===== src/rtl/rx_pkg.sv =====
// Purpose: shared UART types and helpers for the receiver (and the matching transmitter).
// Contents:
//   rx_state_e    receiver FSM state encoding
//   BitCyclesDef  default clk cycles per bit period
//   HalfCyclesDef default clk cycles from the start edge to the start-bit centre
//   odd_parity()  parity bit that makes the total count of ones odd
package rx_pkg;

  typedef enum logic [2:0] {
    StIdle  = 3'd0,
    StStart = 3'd1,
    StBits  = 3'd2,
    StPar   = 3'd3,
    StStop  = 3'd4
  } rx_state_e;

  localparam int unsigned BitCyclesDef  = 5209;
  localparam int unsigned HalfCyclesDef = 2604;

  function automatic logic odd_parity(input logic [7:0] data);
    return ~^data;
  endfunction

endpackage


===== src/rtl/rx_if.sv =====
// Purpose: serial input and consumer handshake for the UART receiver.
// Signals:
//   Sin        serial line into the receiver (idles high)
//   ReceiveAck consumer acknowledge, level
//   Received   byte available, held until acknowledged
//   Dout       received byte
//   parityErr  odd-parity check failed
//   frameErr   stop bit sampled low
//   overrun    a frame completed while Received was still high
// Modports: slave = receiver side, master = line driver / consumer side.
interface rx_if;
  logic       Sin;
  logic       ReceiveAck;
  logic       Received;
  logic [7:0] Dout;
  logic       parityErr;
  logic       frameErr;
  logic       overrun;

  modport slave (
    input  Sin,
    input  ReceiveAck,
    output Received,
    output Dout,
    output parityErr,
    output frameErr,
    output overrun
  );

  modport master (
    output Sin,
    output ReceiveAck,
    input  Received,
    input  Dout,
    input  parityErr,
    input  frameErr,
    input  overrun
  );
endinterface


===== src/rtl/rx_sync2.sv =====
// Purpose: two-flop synchronizer for an asynchronous single-bit input.
// Ports:
//   clk    system clock
//   Reset  synchronous active-high reset; both flops load RESET_VAL
//   i_d    asynchronous input
//   o_q    synchronized output
module rx_sync2 #(
  parameter logic RESET_VAL = 1'b1
) (
  input  logic clk,
  input  logic Reset,
  input  logic i_d,
  output logic o_q
);

  logic r_meta;
  logic r_sync;

  always_ff @(posedge clk) begin
    if (Reset) begin
      r_meta <= RESET_VAL;
      r_sync <= RESET_VAL;
    end else begin
      r_meta <= i_d;
      r_sync <= r_meta;
    end
  end

  assign o_q = r_sync;

endmodule


===== src/rtl/rx.sv =====
// Purpose: UART receiver. Frame: start(0), 8 data bits LSB first, odd parity, stop(1).
//   Each bit is sampled at its centre; the byte and status flags are presented with a
//   level handshake (Received held until ReceiveAck).
// Ports:
//   clk    system clock
//   Reset  synchronous active-high reset
//   bus    rx_if.slave: Sin, ReceiveAck in; Received, Dout, parityErr, frameErr, overrun out
module rx
  import rx_pkg::*;
#(
  parameter int unsigned BIT_CYCLES  = BitCyclesDef,
  parameter int unsigned HALF_CYCLES = HalfCyclesDef
) (
  input  logic clk,
  input  logic Reset,
  rx_if.slave  bus
);

  localparam int unsigned TW = $clog2(BIT_CYCLES);

  rx_state_e   r_state;
  rx_state_e   w_state_next;
  logic [TW-1:0] r_timer;
  logic [2:0]  r_bit_cnt;
  logic [7:0]  r_shift;
  logic        r_parity;
  logic        r_received;
  logic [7:0]  r_dout;
  logic        r_parity_err;
  logic        r_frame_err;
  logic        r_overrun;

  logic w_sin;
  logic w_half_done;
  logic w_bit_done;
  logic w_last_bit;
  logic w_clr_timer;
  logic w_clr_bit;
  logic w_inc_bit;
  logic w_shift;
  logic w_cap_par;
  logic w_done;

  rx_sync2 #(
    .RESET_VAL (1'b1)
  ) u_sync (
    .clk   (clk),
    .Reset (Reset),
    .i_d   (bus.Sin),
    .o_q   (w_sin)
  );

  assign w_half_done = (r_timer == TW'(HALF_CYCLES - 1));
  assign w_bit_done  = (r_timer == TW'(BIT_CYCLES - 1));
  assign w_last_bit  = (r_bit_cnt == 3'd7);

  always_comb begin
    w_state_next = r_state;
    w_clr_timer  = 1'b0;
    w_clr_bit    = 1'b0;
    w_inc_bit    = 1'b0;
    w_shift      = 1'b0;
    w_cap_par    = 1'b0;
    w_done       = 1'b0;
    unique case (r_state)
      StIdle: begin
        w_clr_timer = 1'b1;
        if (!w_sin) w_state_next = StStart;
      end
      StStart: begin
        if (w_half_done) begin
          // Line back high at the start-bit centre means a glitch, not a frame.
          if (w_sin) begin
            w_state_next = StIdle;
          end else begin
            w_state_next = StBits;
            w_clr_timer  = 1'b1;
            w_clr_bit    = 1'b1;
          end
        end
      end
      StBits: begin
        if (w_bit_done) begin
          w_shift     = 1'b1;
          w_clr_timer = 1'b1;
          if (w_last_bit) w_state_next = StPar;
          else            w_inc_bit    = 1'b1;
        end
      end
      StPar: begin
        if (w_bit_done) begin
          w_cap_par    = 1'b1;
          w_clr_timer  = 1'b1;
          w_state_next = StStop;
        end
      end
      StStop: begin
        if (w_bit_done) begin
          w_done       = 1'b1;
          w_clr_timer  = 1'b1;
          w_state_next = StIdle;
        end
      end
      default: w_state_next = StIdle;
    endcase
  end

  always_ff @(posedge clk) begin
    if (Reset) begin
      r_state   <= StIdle;
      r_timer   <= '0;
      r_bit_cnt <= '0;
      r_shift   <= '0;
      r_parity  <= 1'b0;
    end else begin
      r_state <= w_state_next;
      if (w_clr_timer) r_timer <= '0;
      else             r_timer <= r_timer + TW'(1);
      if (w_clr_bit)      r_bit_cnt <= '0;
      else if (w_inc_bit) r_bit_cnt <= r_bit_cnt + 3'd1;
      if (w_shift)   r_shift[r_bit_cnt] <= w_sin;
      if (w_cap_par) r_parity <= w_sin;
    end
  end

  // Completion takes priority over a coincident ack so no byte is silently lost.
  always_ff @(posedge clk) begin
    if (Reset) begin
      r_received   <= 1'b0;
      r_dout       <= '0;
      r_parity_err <= 1'b0;
      r_frame_err  <= 1'b0;
      r_overrun    <= 1'b0;
    end else if (w_done) begin
      r_dout       <= r_shift;
      r_parity_err <= ~^{r_shift, r_parity};
      r_frame_err  <= ~w_sin;
      r_overrun    <= r_received;
      r_received   <= 1'b1;
    end else if (bus.ReceiveAck) begin
      r_received <= 1'b0;
      r_overrun  <= 1'b0;
    end
  end

  assign bus.Received  = r_received;
  assign bus.Dout      = r_dout;
  assign bus.parityErr = r_parity_err;
  assign bus.frameErr  = r_frame_err;
  assign bus.overrun   = r_overrun;

endmodule

===== src/flat_wrapper.sv =====
// flat-port wrapper written by rule: the top's interface ports become plain ports
module rx_flat import rx_pkg::*;
#(
  parameter int unsigned BIT_CYCLES  = BitCyclesDef,
  parameter int unsigned HALF_CYCLES = HalfCyclesDef
)
  (clk, Reset, bus_Sin, bus_ReceiveAck, bus_Received, bus_Dout, bus_parityErr, bus_frameErr, bus_overrun);
  rx_if bus_i ();
  input  logic clk;
  input  logic Reset;
  input wire logic [$bits(bus_i.Sin)-1:0] bus_Sin;
  input wire logic [$bits(bus_i.ReceiveAck)-1:0] bus_ReceiveAck;
  output wire logic [$bits(bus_i.Received)-1:0] bus_Received;
  output wire logic [$bits(bus_i.Dout)-1:0] bus_Dout;
  output wire logic [$bits(bus_i.parityErr)-1:0] bus_parityErr;
  output wire logic [$bits(bus_i.frameErr)-1:0] bus_frameErr;
  output wire logic [$bits(bus_i.overrun)-1:0] bus_overrun;
  assign bus_i.Sin = bus_Sin;
  assign bus_i.ReceiveAck = bus_ReceiveAck;
  assign bus_Received = bus_i.Received;
  assign bus_Dout = bus_i.Dout;
  assign bus_parityErr = bus_i.parityErr;
  assign bus_frameErr = bus_i.frameErr;
  assign bus_overrun = bus_i.overrun;
  rx #(.BIT_CYCLES(BIT_CYCLES), .HALF_CYCLES(HALF_CYCLES)) u_core (.clk(clk), .Reset(Reset), .bus(bus_i));
endmodule

===== config.mk =====
export PLATFORM = sky130hd
export DESIGN_NAME = rx_flat
export DESIGN_NICKNAME = d
export VERILOG_FILES = /design/src/rtl/rx_pkg.sv /design/src/rtl/rx_if.sv /design/src/rtl/rx_sync2.sv /design/src/rtl/rx.sv /design/src/flat_wrapper.sv
export SDC_FILE = /design/constraint.sdc
export NUM_CORES = 1
export LEC_CHECK = 0
export CAP_MARGIN = 5
export CORE_ASPECT_RATIO = 0.9
export CORE_MARGIN = 3
export CORE_UTILIZATION = 57
export DETAILED_ROUTE_END_ITERATION = 8
export PLACE_DENSITY = 0.75
export SLEW_MARGIN = 15
export SYNTH_ARGS = -nofsm -noshare
export SYNTH_HDL_FRONTEND = slang
export SYNTH_SLANG_ARGS = --single-unit

===== constraint.sdc =====
create_clock -name clk -period 1.95 [get_ports clk]
set_input_delay 0.195 -clock clk [delete_from_list [all_inputs] [get_ports clk]]
set_output_delay 0.195 -clock clk [all_outputs]
set_load 0.05 [all_outputs]

== Yosys cells after proc, flatten, opt, wreduce, memory -nomap -nowiden ==
Cells that the tools add are included.
Storage, ports and cells
  register bits after elaboration: 42
  input port bits: 4
  output and inout bits: 12
  logic and storage cells: 63
Cells by class
  add/sub/neg operators: 2
  $lt $le $gt $ge: 2
  eq/ne operators: 13
  mux-type cells: 25
  bitwise logic cells: 1
  reductions and logical operators: 8
Operator list (count)
  $mux 3: 6
  $pmux 3 s5: 1
  $mux 1: 14
  $add 13x1->13 const B: 1
  $eq 13x12->1 const B: 1
  $eq 13x13->1 const B: 1
  $ne 2x1->1 const B: 5
  $reduce_xnor 9->1: 1
  $bwmux 8: 1
  $eq 3x2->1 const B: 2
  $eq 3x3->1 const B: 2
  $reduce_and 6->1: 1
  $lt 3x4->1 const B: 1
  $reduce_or 2->1: 2
  $add 3x1->3 const B: 1
  $demux 1 s3: 1
  $eq 3x1->1 const B: 1
  $ge 3x1->1 const B: 1
  $logic_not 3->1: 1
  $pmux 1 s3: 1
  $reduce_or 3->1: 1
  $mux 2: 1
  $ne 2x2->1 const B: 1
  $reduce_bool 2->1: 1
  2 further kinds: 2

== Depth between registers and ports, before layout ==
Gate-level depths: netlist (run 1).
  depth after elaboration: 5
  mapped depth: 8
  depth with buffers taken out: 6

== By module ==
Synthesis (run 1) repeated with hierarchy kept, for this count alone.
Second synthesis, totals
  cells, all modules: 245
  area total of the unflattened synthesis: 2112.0 µm²
Modules (own cells, without submodules)
  rx: times used 1, cells an instance 241, area an instance 2059.5 µm², seq. area each 800.8 µm²
  rx_sync2: times used 1, cells an instance 4, area an instance 52.6 µm², seq. area each 40.0 µm²

== Worst setup path before layout (run 1) ==
No wires, ideal clock.
  kind: flip-flop to flip-flop
  start point: register u_core.r_timer[0]
  end point: register u_core.r_state[1]
  setup time: 70 ps
  data arrival time: 1655 ps
  data required time: 1880 ps
  slack: 224 ps
  stages on the path, launching flop included: 7
  path buffers: 1
  period minus slack after synthesis: 1726 ps
  cell sequence: dfxtp_1 -> ha_1 -> clkbuf_1 -> and3_1 -> nand4_2 -> or4b_1 -> a21oi_1
On the way
  word-level cells in the longest chain between the ends: 3
  elaborated cells between the ends (all ways): 7
  classes of those cells: eq/ne: 6; reduce/logical: 1
RTL lines
  start: declaration: line rx.sv:23  | logic [TW-1:0] r_timer;
  start signal: assignment: line rx.sv:118  | else r_timer <= r_timer + TW'(1);
  $eq 13x13->1 / $eq 13x12->1 (equally long branches): line rx.sv:54, rx.sv:53
  $ne 2x1->1 (no line)
  $reduce_and 6->1 (no line) *
  end signal: assignment: line rx.sv:110  | r_state <= StIdle;
  end signal: assignment: line rx.sv:116  | r_state <= w_state_next;
  end: declaration: line rx.sv:21  | rx_state_e r_state;
Mark *: on every way between the ends. The rest lies on a longest branch, timed or not.
A chain may end at the register's enable or synchronous reset.

== Worst setup path in the final report (run 1) ==
  start point: register u_core.r_timer[1]
  end point: register u_core.r_state[0]
Same word-level chain as after synthesis.

==> summary.txt, run 1 <==
Run status
  – Run status: completed

Power
  – Ratio of total power to cell area: 593.6 mW/mm^2
  – Sum of internal, switching and leakage power: between 1000 and 1500 uW
  – Peak supply drop: just over 0.0005 V
  – Static power due to leakage: roughly 0.00077 uW

Die
  – Initial core utilization: between 60% and 70%
  – Die outline area: between 0.004 and 0.005 mm^2
  – Std-Cell Rows: 20
  – Die height: ~63 um
  – Placeable core area: 0.003428 mm^2
  – Io pins: 16
  – Horiz. Die Dim: 69.46 um

STA
  – Final Cycle Share: ~93%
  – Worst Slack Setup Final: around 0.13 ns
  – Worst max-slew margin expressed relative to the limit: around 58%
  – Actual slew at the worst max-slew pin: ~0.63 ns
  – Achievable clock frequency: around 550 MHz
  – Crit path time final: between 1.5 and 2 ns
  – Setup_tns: 0 ns
  – Unrepaired setup endpoints after global routing: no
  – Final setup violation count: 0
  – Largest clock skew in the final design: 0.003451 ns
  – Count of endpoints failing hold in the final timing report: 0
  – Total count of max-transition violations in the final report: 0

Placed design
  – Worst slack, placed: -0.07271 ns
  – Final estimated routing congestion in global placement: approximately 0.9
  – Detail Placement HPWL: 3239 um
  – Buffers on Ports: 15
  – Post-placement cell count: between 200 and 300

GRT
  – Most used routing layer in global routing: met2
  – Global-route met3 utilization: approximately 5.3%
  – Number of global-route vias before repair: around 1700
  – Wire length of the first global-routing pass: roughly 8000 um
  – Number of antenna violations at the first check in global routing: 0
  – Total routing resource utilization after global routing: between 20 and 25%
  – GR met2 Demand/Resource: between 30 and 40%
  – Met1 Usage GRT: about 31%
  – Largest net degree at the start of global routing: 27
  – Sum of overflow across all layers after global routing: 0

Synthesis
  – Average cell area after synthesis: between 8 and 9 um^2
  – Xor/xnor share of the synthesized area: 8.298%
  – Number of instances in the synthesized netlist: 236
  – Area fraction of the dominant cell type after synthesis: between 40% and 50%
  – Number of flops mapped to enable cells by yosys: 0
  – Sequential element share of the synthesized area: between 40% and 50%
  – Share of synthesized cell area in and, or, nand and nor gates: between 30% and 40%
  – Adder and majority cell fraction of the synthesized area: 2.423%
  – Fraction of the mapped netlist area in compound gates: about an eighth
  – Leading area contributor after synthesis: dfxtp_1
  – Combinational family with the most area after synthesis: simple AND/OR/NAND/NOR gates
  – Count of distinct cell types in the synthesized netlist: 39
  – Fraction of synthesis flops using an asynchronous set or reset pin: 0%
  – List of most frequent post-synthesis cells: dfxtp_1 (42), nand2_1 (31), a21oi_1 (27)
  – Yosys reg bits: between 40 and 50
  – Predominant post-synthesis flop cell: dfxtp_1
  – Synthesis Warnings: 0
  – Top post-synthesis cells by area: dfxtp_1 (41%), a21oi_1 (6.5%), nand2_1 (5.6%)
  – Nets in the synthesized netlist: between 200 and 250
  – Dominant cell by count in the synthesized netlist: dfxtp_1
  – Mux share of post-synthesis cell area: 0%
  – Total standard cell area after synthesis: slightly above 0.002 mm^2

Clocking
  – Cts bufs inserted: 5
  – Library cell used as clock root buffer: clkbuf_8
  – Clock sink count: 42
  – Maximum number of buffers from clock root to sink: 2
  – Clock slew at reported path FFs: roughly 0.080 ns
  – Number of gates resized after cts: 1
  – Cts hold-fix bufs: 0
  – Number of H-tree levels: 2
  – CTS tree: yes
  – Clock network latency to the later pin of the worst-skew pair: just under 0.3 ns
  – Post-CTS setup-driven buffer insertion count: 0

Finish
  – Share of final-layout standard cells stronger than drive strength 1: 14.29%
  – Non-filler instance count after layout: 303
  – Fraction of the core area covered by cells at the end of the flow: between 70% and 80%
  – Filler Cell Count: roughly 240
  – Area growth, synth to finish: 17.50%
  – Total Nets Final: 267
  – Diode insertion count for antenna repair: 0

Drt
  – Routed wirelength normalized by instance count: 15.32 um
  – Vias per inst: a little over 6
  – Final Routed Wirelength: roughly 4600 um
  – First drt pass iteration count: 4
  – Detailed Route Iter0 Violations: between 100 and 150
  – DR DRC count: 0
  – Remaining antenna violation count after routing: 0
  – DR vias: between 1500 and 2000

Critical path
  – Crit Path Class: reg -> reg
  – Startpoint type of the worst setup path: register
  – Critical Path End Type: register
  – Critical Path AT: between 2 and 2.5 ns
  – Largest fanout of any net on the critical path: 6
  – Required time of the worst setup path: 2.17 ns

Min path
  – Worst Hold Class: reg -> reg

Job
  – Max-cap violation count: 0
layer usage:
| layer | wire [um] | part of all wire (%) | up-vias |
|---|---|---|---|
| li1 | - | - | 906 |
| met1 | 2122 | 46 | 905 |
| met2 | 2151 | 46 | 63 |
| met3 | 302 | 6.5 | 7 |
| met4 | 64 | 1.4 | 0 |
| met5 | 0 | 0 | - |
where the power goes:
| part | switching (uW) | total, uW | internal, uW | leakage, uW |
|---|---|---|---|---|
| Combinational | 30.4 | 51.3 | 20.9 | 0.000392 |
| Clock | 285 | 526 | 240 | 0.0000438 |
| Sequential | 3.26 | 864 | 861 | 0.000339 |
| Total | 319 | 1440 | 1120 | 0.000774 |
kinds of logic after synthesis:
logic type,Yosys count
buffers and inverters,22
AOI/OAI and AO/OA,43
xor gates and xnor gates,18
DFF,42
and+or+nand+nor,107
adders and majority gates,4
flip-flops by register name, summed over array words and instances, names as in the netlist:
signal / count
u_core.bus.parityErr: 1
u_core.u_sync.r_meta: 1
u_core.bus.frameErr: 1
u_core.r_state: 3
u_core.r_parity: 1
u_core.bus.Received: 1
u_core.r_shift: 8
u_core.u_sync.o_q: 1
u_core.bus.overrun: 1
u_core.r_bit_cnt: 3
u_core.bus.Dout: 8
u_core.r_timer: 13
layout by cell type (no fill, tap or decap), types with 2 or more instances in the layout:
master and n:
a21oi_1 26, and2_1 2, and4_2 3, buf_4 17, clkbuf_8 5, clkdlybuf4s50_1 15, clkinv_2 2, dfxtp_1 42
ha_1 4, inv_1 5, nand2_1 31, nand2b_1 2, nand3_1 6, nand3b_1 5, nand4_1 12, nand4b_1 5
nor2_1 4, nor2b_1 3, nor3_1 4, nor3b_1 2, nor4_1 15, o21ai_0 8, o41ai_1 4, or2_2 3
or4b_1 2, xnor2_1 11, xor2_1 6
final cells by class:
class / instances / area, um^2 / area share [%]
clock buffers: 5 / 68.82 / 2.835
clock inverters: 2 / 10.01 / 0.4124
inverters: 5 / 18.77 / 0.7732
multi-input cells: 172 / 1136 / 46.80
flip-flops and latches: 42 / 840.8 / 34.64
well taps: 44 / 55.05 / 2.268
repair buffers: 33 / 297.8 / 12.27
final timing paths:
check	startpoint	end	slack, ns	cells past startpoint
max	u_core.r_timer[1]	u_core.r_state[0]	0.13	7
min	u_core.u_sync.r_meta	u_core.u_sync.o_q	0.42	1
max reg2reg	u_core.r_timer[1]	u_core.r_state[0]	0.13	7
min reg2reg	u_core.u_sync.r_meta	u_core.u_sync.o_q	0.42	1
metrics by stage:
step                      hold slack (ns)  area, um^2
final                              0.4226        2427
after global routing               0.4345        2427
after CTS                          0.4271        2427
after detailed placement           0.4075        2345
after global placement             0.4006        2345
after floorplan                    0.2988        2066
critical path, cell delays in order, from the launching register on:
cell and delay (ns):
dfxtp_1 0.35, inv_1 0.07, ha_1 0.16, and4b_1 0.23, buf_4 0.14, nand3_1 0.16, a2111o_1 0.45, a31oi_1 0.18
(Power assumes the default switching activity.)
==> run 2: changes to the inputs <==
--- a/config.mk
+++ b/config.mk
@@ -10,6 +10,8 @@
 export CORE_MARGIN = 3
 export CORE_UTILIZATION = 57
 export DETAILED_ROUTE_END_ITERATION = 8
+export GPL_ROUTABILITY_DRIVEN = 1
+export GPL_TIMING_DRIVEN = 1
 export PLACE_DENSITY = 0.75
 export SLEW_MARGIN = 15
 export SYNTH_ARGS = -nofsm -noshare
==> results of run 2 <==
No change in the layout: final DEF, timing and power equal those of run 1.
